### src/rtl/key_expansion.sv
// Iterative AES-128 key schedule: captures a cipher key on start and streams round keys 0..NR, one per clock.
// Optional round-key register bank enabled by defining KEY_EXP_STORE_EN.
module key_expansion #(
    parameter int NR    = 10,
    parameter int KEY_W = 128
) (
    input  logic             clk,
    input  logic             rst,
    input  logic             start,
    input  logic [KEY_W-1:0] key_in,
    output logic [KEY_W-1:0] rk_out,
    output logic [3:0]       rk_index,
    output logic             rk_valid,
    output logic             busy,
    output logic             done,
    input  logic [3:0]       rk_rd_addr,
    output logic [KEY_W-1:0] rk_rd_data
);

    typedef enum logic {IDLE, RUN} state_t;

    state_t           state_q, state_d;
    logic [3:0]       cnt_q, cnt_d;
    logic [7:0]       rcon_q, rcon_d;
    logic [KEY_W-1:0] key_q, key_d;
    logic [KEY_W-1:0] rk_out_q, rk_out_d;
    logic [3:0]       rk_index_q, rk_index_d;
    logic             rk_valid_q, rk_valid_d;
    logic [KEY_W-1:0] next_key;

    function automatic logic [7:0] xtime(input logic [7:0] a);
        return {a[6:0], 1'b0} ^ (a[7] ? 8'h1b : 8'h00);
    endfunction

    function automatic logic [7:0] gf_mul(input logic [7:0] a, input logic [7:0] b);
        logic [7:0] p;
        logic [7:0] x;
        p = 8'h00;
        x = a;
        for (int i = 0; i < 8; i++) begin
            if (b[i]) p = p ^ x;
            x = xtime(x);
        end
        return p;
    endfunction

    // a^254 is the multiplicative inverse in GF(2^8), and maps 0 to 0 as the S-box needs.
    function automatic logic [7:0] gf_inv(input logic [7:0] a);
        logic [7:0] a2, a3, a6, a12, a15, a30, a60, a120, a240;
        a2   = gf_mul(a, a);
        a3   = gf_mul(a2, a);
        a6   = gf_mul(a3, a3);
        a12  = gf_mul(a6, a6);
        a15  = gf_mul(a12, a3);
        a30  = gf_mul(a15, a15);
        a60  = gf_mul(a30, a30);
        a120 = gf_mul(a60, a60);
        a240 = gf_mul(a120, a120);
        return gf_mul(gf_mul(a240, a12), a2);
    endfunction

    function automatic logic [7:0] sbox(input logic [7:0] a);
        logic [7:0] v;
        v = gf_inv(a);
        return v ^ {v[6:0], v[7]} ^ {v[5:0], v[7:6]} ^ {v[4:0], v[7:5]} ^ {v[3:0], v[7:4]} ^ 8'h63;
    endfunction

    always_comb begin
        logic [31:0] w0, w1, w2, w3, rot, sub, t, n0, n1, n2, n3;
        w0  = key_q[127:96];
        w1  = key_q[95:64];
        w2  = key_q[63:32];
        w3  = key_q[31:0];
        rot = {w3[23:0], w3[31:24]};
        sub = {sbox(rot[31:24]), sbox(rot[23:16]), sbox(rot[15:8]), sbox(rot[7:0])};
        t   = sub ^ {rcon_q, 24'h0};
        n0  = w0 ^ t;
        n1  = w1 ^ n0;
        n2  = w2 ^ n1;
        n3  = w3 ^ n2;
        next_key = {n0, n1, n2, n3};
    end

    // busy stays high through the cycle carrying the last key, so a start coincident with done is dropped.
    assign busy     = (state_q != IDLE) | rk_valid_q;
    assign done     = rk_valid_q & (rk_index_q == 4'(NR));
    assign rk_out   = rk_out_q;
    assign rk_index = rk_index_q;
    assign rk_valid = rk_valid_q;

    always_comb begin
        state_d    = state_q;
        cnt_d      = cnt_q;
        rcon_d     = rcon_q;
        key_d      = key_q;
        rk_out_d   = rk_out_q;
        rk_index_d = rk_index_q;
        rk_valid_d = 1'b0;
        case (state_q)
            IDLE: begin
                if (start && !busy) begin
                    key_d   = key_in;
                    cnt_d   = 4'd0;
                    rcon_d  = 8'h01;
                    state_d = RUN;
                end
            end
            RUN: begin
                rk_out_d   = key_q;
                rk_index_d = cnt_q;
                rk_valid_d = 1'b1;
                key_d      = next_key;
                rcon_d     = xtime(rcon_q);
                cnt_d      = cnt_q + 4'd1;
                if (cnt_q == 4'(NR)) state_d = IDLE;
            end
            default: state_d = IDLE;
        endcase
    end

    always_ff @(posedge clk or posedge rst) begin
        if (rst) begin
            state_q    <= IDLE;
            cnt_q      <= '0;
            rcon_q     <= '0;
            key_q      <= '0;
            rk_out_q   <= '0;
            rk_index_q <= '0;
            rk_valid_q <= 1'b0;
        end else begin
            state_q    <= state_d;
            cnt_q      <= cnt_d;
            rcon_q     <= rcon_d;
            key_q      <= key_d;
            rk_out_q   <= rk_out_d;
            rk_index_q <= rk_index_d;
            rk_valid_q <= rk_valid_d;
        end
    end

`ifdef KEY_EXP_STORE_EN
    logic [KEY_W-1:0] bank_q [NR+1];
    logic [KEY_W-1:0] bank_d [NR+1];

    // Entry i lands on the same edge that presents key i on rk_out.
    always_comb begin
        bank_d = bank_q;
        if (state_q == RUN) bank_d[cnt_q] = key_q;
    end

    always_ff @(posedge clk or posedge rst) begin
        if (rst) bank_q <= '{default: '0};
        else     bank_q <= bank_d;
    end

    always_comb begin
        rk_rd_data = '0;
        if (rk_rd_addr <= 4'(NR)) rk_rd_data = bank_q[rk_rd_addr];
    end
`else
    logic unused_rd_addr;
    assign unused_rd_addr = ^rk_rd_addr;
    assign rk_rd_data     = '0;
`endif

endmodule
### config.mk
export PLATFORM = sky130hd
export DESIGN_NAME = key_expansion
export DESIGN_NICKNAME = d
export VERILOG_FILES = /design/src/rtl/key_expansion.sv
export SDC_FILE = /design/constraint.sdc
export NUM_CORES = 2
export LEC_CHECK = 0
export BUFFER_PORTS_ARGS = -buffer_cell sky130_fd_sc_hd__buf_2
export CAP_MARGIN = 20
export CORE_ASPECT_RATIO = 1.2
export CORE_MARGIN = 2
export CORE_UTILIZATION = 35
export CTS_BUF_LIST = sky130_fd_sc_hd__clkbuf_8
export DETAILED_ROUTE_END_ITERATION = 16
export GPL_TIMING_DRIVEN = 0
export HOLD_SLACK_MARGIN = 0.05
export SYNTH_ARGS = -nofsm -noshare
export SYNTH_HDL_FRONTEND = slang
export SYNTH_SLANG_ARGS = --single-unit
export TNS_END_PERCENT = 5
### constraint.sdc
create_clock -name clk -period 47 [get_ports clk]
set_input_delay 11.75 -clock clk [delete_from_list [all_inputs] [get_ports clk]]
set_output_delay 11.75 -clock clk [all_outputs]
set_load 0.1 [all_outputs]
== Yosys cells after proc, flatten, opt, wreduce, memory -nomap -nowiden ==
Cells that the tools add are included.

* Output and inout port bits: 263
* Bits of input ports: 135
* Flip-flop bits (word level): 274

* Equal/unequal tests: 3
* Add/sub/neg operators: 1
* Multiplexer cells: 671
* Reductions and logical operators: 2
* Bitwise operators: 645

{| class="wikitable"
|+ Operators with widths
! cell !! number
|-
| 2-to-1 mux 8 bit || 353
|-
| XOR 8 bit || 324
|-
| XOR 8 x 5 -> 8 bit || 309
|-
| 2-to-1 mux 5 bit || 309
|-
| case mux 128 bit (2 select lines) || 1
|-
| XOR 32 bit || 5
|-
| 2-to-1 mux 128 bit || 1
|-
| inverter 4 bit || 4
|-
| case mux 8 bit (2 select lines) || 1
|-
| equality test 4 bit (second input constant) || 2
|-
| case mux 4 bit (2 select lines) || 1
|-
| adder 4 x 1 -> 4 bit (second input constant) || 1
|-
| 2-to-1 mux 4 bit || 1
|-
| 2-to-1 mux 1 bit || 3
|-
| != test 2 bit (second input constant) || 1
|-
| case mux 1 bit (2 select lines) || 1
|-
| AND 1 bit || 1
|-
| logical AND 1 bit || 1
|-
| zero test 1 bit || 1
|-
| inverter 1 bit || 1
|-
| bitwise OR 1 bit || 1
|}

== Longest topological paths before layout ==
* Depth after elaboration: 187
* Mapped depth: 82

== Least setup slack after synthesis ==
No wires, ideal clock.

* Path type: reg2reg
* Start: register key_q[16]
* End: register key_q[29]
* Cell stages (with the launch flop): 75
* Arrival: 19.897 ns
* Slack: 26.966 ns
* Buffers on the path: 7
* Library setup time: 0.137 ns
* Cell sequence: dfrtp_1 ha_1 clkbuf_1 xnor2_1 nand2_1 xnor2_1 xnor2_1 xnor3_1 a21oi_1 o22ai_1 a221o_1 xor3_1 xor2_1 inv_2 ha_1 nor2b_1 xnor2_1 xnor2_1 [... 39 more ...] xnor3_1 xor2_1 or3_1 a21oi_1 xnor3_1 xnor2_1 xnor3_2 xor3_1 nand2_1 a31oi_1 xor2_1 xnor3_1 xnor3_1 xnor2_1 xor3_1 xnor2_1 xnor2_1 a21oi_1

* Word-level cells in the longest chain between the ends: 180

{| class="wikitable"
|+ Ends and longest elaborated chain
! element !! RTL line !! source
|-
| from (decl) || 25 || <nowiki>logic [KEY_W-1:0] key_q, key_d;</nowiki>
|-
| from (signal assigned) || 134 || <nowiki>key_q <= key_d;</nowiki>
|-
| 2-to-1 mux 8 bit || 41 || <nowiki>if (b[i]) p = p ^ x;</nowiki>
|-
| XOR 8 bit || 41 ||
|-
| 2-to-1 mux 8 bit || 41 ||
|-
| XOR 8 bit || 41 ||
|-
| 2-to-1 mux 8 bit || 41 ||
|-
| XOR 8 bit || 41 ||
|-
| 2-to-1 mux 8 bit || 41 ||
|-
| XOR 8 bit || 41 ||
|-
| [... 164 more ...] || - ||
|-
| XOR 8 bit * || 65 || <nowiki>return v ^ {v[6:0], v[7]} ^ {v[5:0], v[7:6]} ^ {v[4:0], v[7:5]} ^ {v[3:0], v[7:4]} ^ 8'h63;</nowiki>
|-
| inverter 4 bit (no source line) * || - ||
|-
| XOR 32 bit * || 76 || <nowiki>t = sub ^ {rcon_q, 24'h0};</nowiki>
|-
| XOR 32 bit * || 77 || <nowiki>n0 = w0 ^ t;</nowiki>
|-
| XOR 32 bit * || 78 || <nowiki>n1 = w1 ^ n0;</nowiki>
|-
| XOR 32 bit * || 79 || <nowiki>n2 = w2 ^ n1;</nowiki>
|-
| XOR 32 bit * || 80 || <nowiki>n3 = w3 ^ n2;</nowiki>
|-
| case mux 128 bit (2 select lines) * || 99 || <nowiki>case (state_q)</nowiki>
|}

Mark *: on every way between the ends. The rest lies on a longest branch, timed or not.
A chain may end at the register's enable or synchronous reset.

== Worst setup path after layout ==
* Start: register key_q[22]
* End: register key_q[26]

* Word-level cells in the longest chain between the ends: 179

{| class="wikitable"
|+ Ends and longest elaborated chain
! element !! RTL line
|-
| XOR 8 x 5 -> 8 bit or 2-to-1 mux 8 bit (tied branches) || 32, 41
|-
| XOR 8 bit || 41
|-
| 2-to-1 mux 8 bit || 41
|-
| XOR 8 bit || 41
|-
| 2-to-1 mux 8 bit || 41
|-
| XOR 8 bit || 41
|-
| 2-to-1 mux 8 bit || 41
|-
| XOR 8 bit || 41
|-
| [... 161 more ...] || -
|-
| XOR 8 bit (3 in a row) || 65
|-
| XOR 8 bit * || 65
|-
| XOR 32 bit * || 76
|-
| XOR 32 bit * || 77
|-
| XOR 32 bit * || 78
|-
| XOR 32 bit * || 79
|-
| XOR 32 bit * || 80
|-
| case mux 128 bit (2 select lines) * || 99
|}

Marked as above.

==> flow_summary.toml <==
[floorplanning]
fp.dieH_um = 457
floorplan.die_area_mm2 = 0.174
pin_count = 398
fp.coreArea_mm2 = 0.170
die_w_um = 381
start_util_pct = 35.1
rows = 166

[routing]
drt_iter0_drc = 5692
wl_met2_um = 94500
ant_nets = 0
dr_total_vias = 54200
drc = 0
drt-pass1-iter-count = 9
top_layer = "met5"
wl_per_cell_um = 21.8
wl_met3_um = 18900
wl_met1_um = 94300
wl_um = 215000
viasPerCell = 5.48

[yosys]
synth.area.top_cells = "xnor2_1, xnor3_1, dfrtp_1"
synth-seq-area-share_pct = 11.5
async_reset_ff_share_pct = 100
synth_compound_area_share_pct = 14.9
synth_xor_area_share_pct = 43.1
ys_dominant_reg_cell = "dfrtp_1"
synthDistinctLibCells = 126
synth_edf_count = 0
synth_common_cells = "xnor2_1, nand2_1, nor2_1, xnor3_1, xor2_1"
synth_top_family_by_area = "XOR/XNOR gates"
yosysMostFrequentCell = "xnor2_1"
yosys.area_share.simple_pct = 16.9
syn_inst = 7088
synth_area_leader_cell = "xnor2_1"
syn_avg_cell_area_um2 = 8.43
synthDominantCellAreaShare_pct = 18.3
synth.area.mux_share_pct = 7.12
syn_area_mm2 = 0.0598
yosys_warnings = 0
synth_adder_area_share_pct = 0.661
yosys_register_bits = 274

[setup_path]
slowest_delay_ns = 0.82
reg2regPathDepth = 74
worstPathRequired_ns = 47.63
setup.worst_path.end_class = "flop"
cp-start-kind = "flop"
crit_path_max_fanout = 10
r2r_end = "key_q[26]$_DFFE_PP0P_"
cpMostUsedCell = "xnor2_1"
rrSetupSlack_ns = 22.33
r2r_start = "key_q[22]$_DFFE_PP0P_"
critPathKind = "flop to flop"
crit_path_top_delay_cell = "xnor2_1"
crit_arrival_ns = 25.30

[timing]
slew_headroom_pct = 15.3
finalSetupTns_ns = 0
hold_viol = 0
tightest_slew_ns = 1.27
period_minus_slack_ns = 24.67
slew_viol_final = 0
fin_crit_sh_pct = 52.5
fmax_ghz = 0.0405
fin_ws_ns = 22.33
rsz0062_at_grt = "false"
setup_viol = 0
skew_ns = 0.0527

[clock_tree]
cts_hold_buf = 0
htree_levels = 2
ctsResizeCount = 0
clk_pin_slew_ns = 0.07
cts_tree = "built"
cts_buffers = 53
cts-root-buf = "clkbuf_8"
cts_setup_buffers = 0
cts_buffer_depth = 3
cts.sink_count = 274
clk_latency_ns = 0.75

[global_route]
grt_pass1_wl_um = 322000
track_usage_pct = 23.6
antenna_found_initial = 17
grt_overflow = 0
grt_max_degree = 120
grt_pass1_vias = 51500

[cells_and_area]
fin_nets = 7739
final_cell_area_mm2 = 0.0662
drive_above_1_share_pct = 14.3
fillers = 17300
multi_input_area_mm2 = 0.0499
syn_to_final_growth_pct = 10.7
seqCellArea_mm2 = 0.00686

[min_path]
holdPathStages = 0
min_path_type = "flop to flop"
min-delay-start = "state_q$_DFF_PP0_"
hold_end = "rk_valid$_DFF_PP0_"

[placement]
dpl_cell_area_mm2 = 0.0649
io_buffers = 265
dpl_worst_slack_ns = 22.73
gp_congestion = 0.980
hpwl_um = 170000

[flow_run]
cap_violations = 0

[outcome]
outcome = "complete, no violations"
==> metrics by stage <==
step,std cells,utilization [%],hold WS [ns]
global route,9884,38.9,0.443
floorplan,7215,-,0.352
CTS,9873,38.8,0.438
detailed placement,9778,38.2,0.419
global placement,9748,37.9,0.403
finish,9885,38.9,0.459
==> state kept, by name, indices dropped and copies added, names as in the netlist <==
name      count
rk_out      128
rk_index      4
cnt_q         4
rcon_q        8
state_q       1
key_q       128
rk_valid      1
==> worst max-delay path by stage <==
stage / cells past startpoint / start / slack [ns] / end
global route: 73 / key_q[22]$_DFFE_PP0P_ / 20.98 / key_q[26]$_DFFE_PP0P_
detailed placement: 75 / key_q[16]$_DFFE_PP0P_ / 22.73 / key_q[29]$_DFFE_PP0P_
global placement: 75 / key_q[16]$_DFFE_PP0P_ / 22.81 / key_q[29]$_DFFE_PP0P_
finish: 74 / key_q[22]$_DFFE_PP0P_ / 22.33 / key_q[26]$_DFFE_PP0P_
CTS: 75 / key_q[16]$_DFFE_PP0P_ / 22.56 / key_q[29]$_DFFE_PP0P_
floorplan: 74 / key_q[16]$_DFFE_PP0P_ / 26.97 / key_q[29]$_DFFE_PP0P_
==> layout by cell type (no fill, tap or decap), types with 63 or more instances in the layout <==
cell type,count
o211ai_1,67
mux2i_1,229
o21ai_0,230
buf_2,382
nor3_1,177
nand2b_1,67
inv_1,81
buf_4,176
a21oi_1,281
conb_1,128
mux2_2,170
clkbuf_8,63
dfrtp_1,274
xnor3_1,364
xnor2_2,81
nand2_1,740
nand3_1,136
nor2_1,700
xor2_1,350
a22oi_1,119
xnor2_1,1247
nor2b_1,77
clkbuf_1,249
a211oi_1,64
==> worst max-delay path: cells and delay by family, from the launching register on <==
kind	cells	cell delay (ns)
flip-flops	1	0.37
buffers and inverters	15	4.09
AND/OR/NAND/NOR	7	1.29
AO/OA/AOI/OAI	7	1.58
multiplexers	1	0.22
XOR/XNOR	38	15.01
adder cells (fa/ha/maj)	6	2.02
==> area by class of cell <==
class                           count  area share (%)
Clock inverter                     32           0.429
Tap cell                         2268            4.29
Buffer                            591            4.65
Antenna cell                        3          0.0113
Sequential cell                   274            10.4
Clock buffer                       63            1.31
Timing Repair Buffer              304            2.87
Multi-Input combinational cell   6237            75.4
Inverter                          113           0.652
==> kinds of logic after synthesis <==
| logic type | after synthesis |
|---|---|
| AND/OR/NAND/NOR | 2225 |
| XOR/XNOR | 2143 |
| AO/OA/AOI/OAI | 1306 |
| buffers and inverters | 704 |
| multiplexers | 403 |
| flip-flops | 274 |
| adder cells (fa/ha/maj) | 32 |
| other | 1 |
==> routing by layer <==
metal,up-vias,global-route usage [%]
met4,10,7.83
met3,337,5.13
met5,-,0
met2,2142,36.8
met1,26400,32.2
li1,25300,-
Power is left out: the tool's default activity adds up to more than one toggle a clock period on the data nets, which glitch-free logic cannot reach.
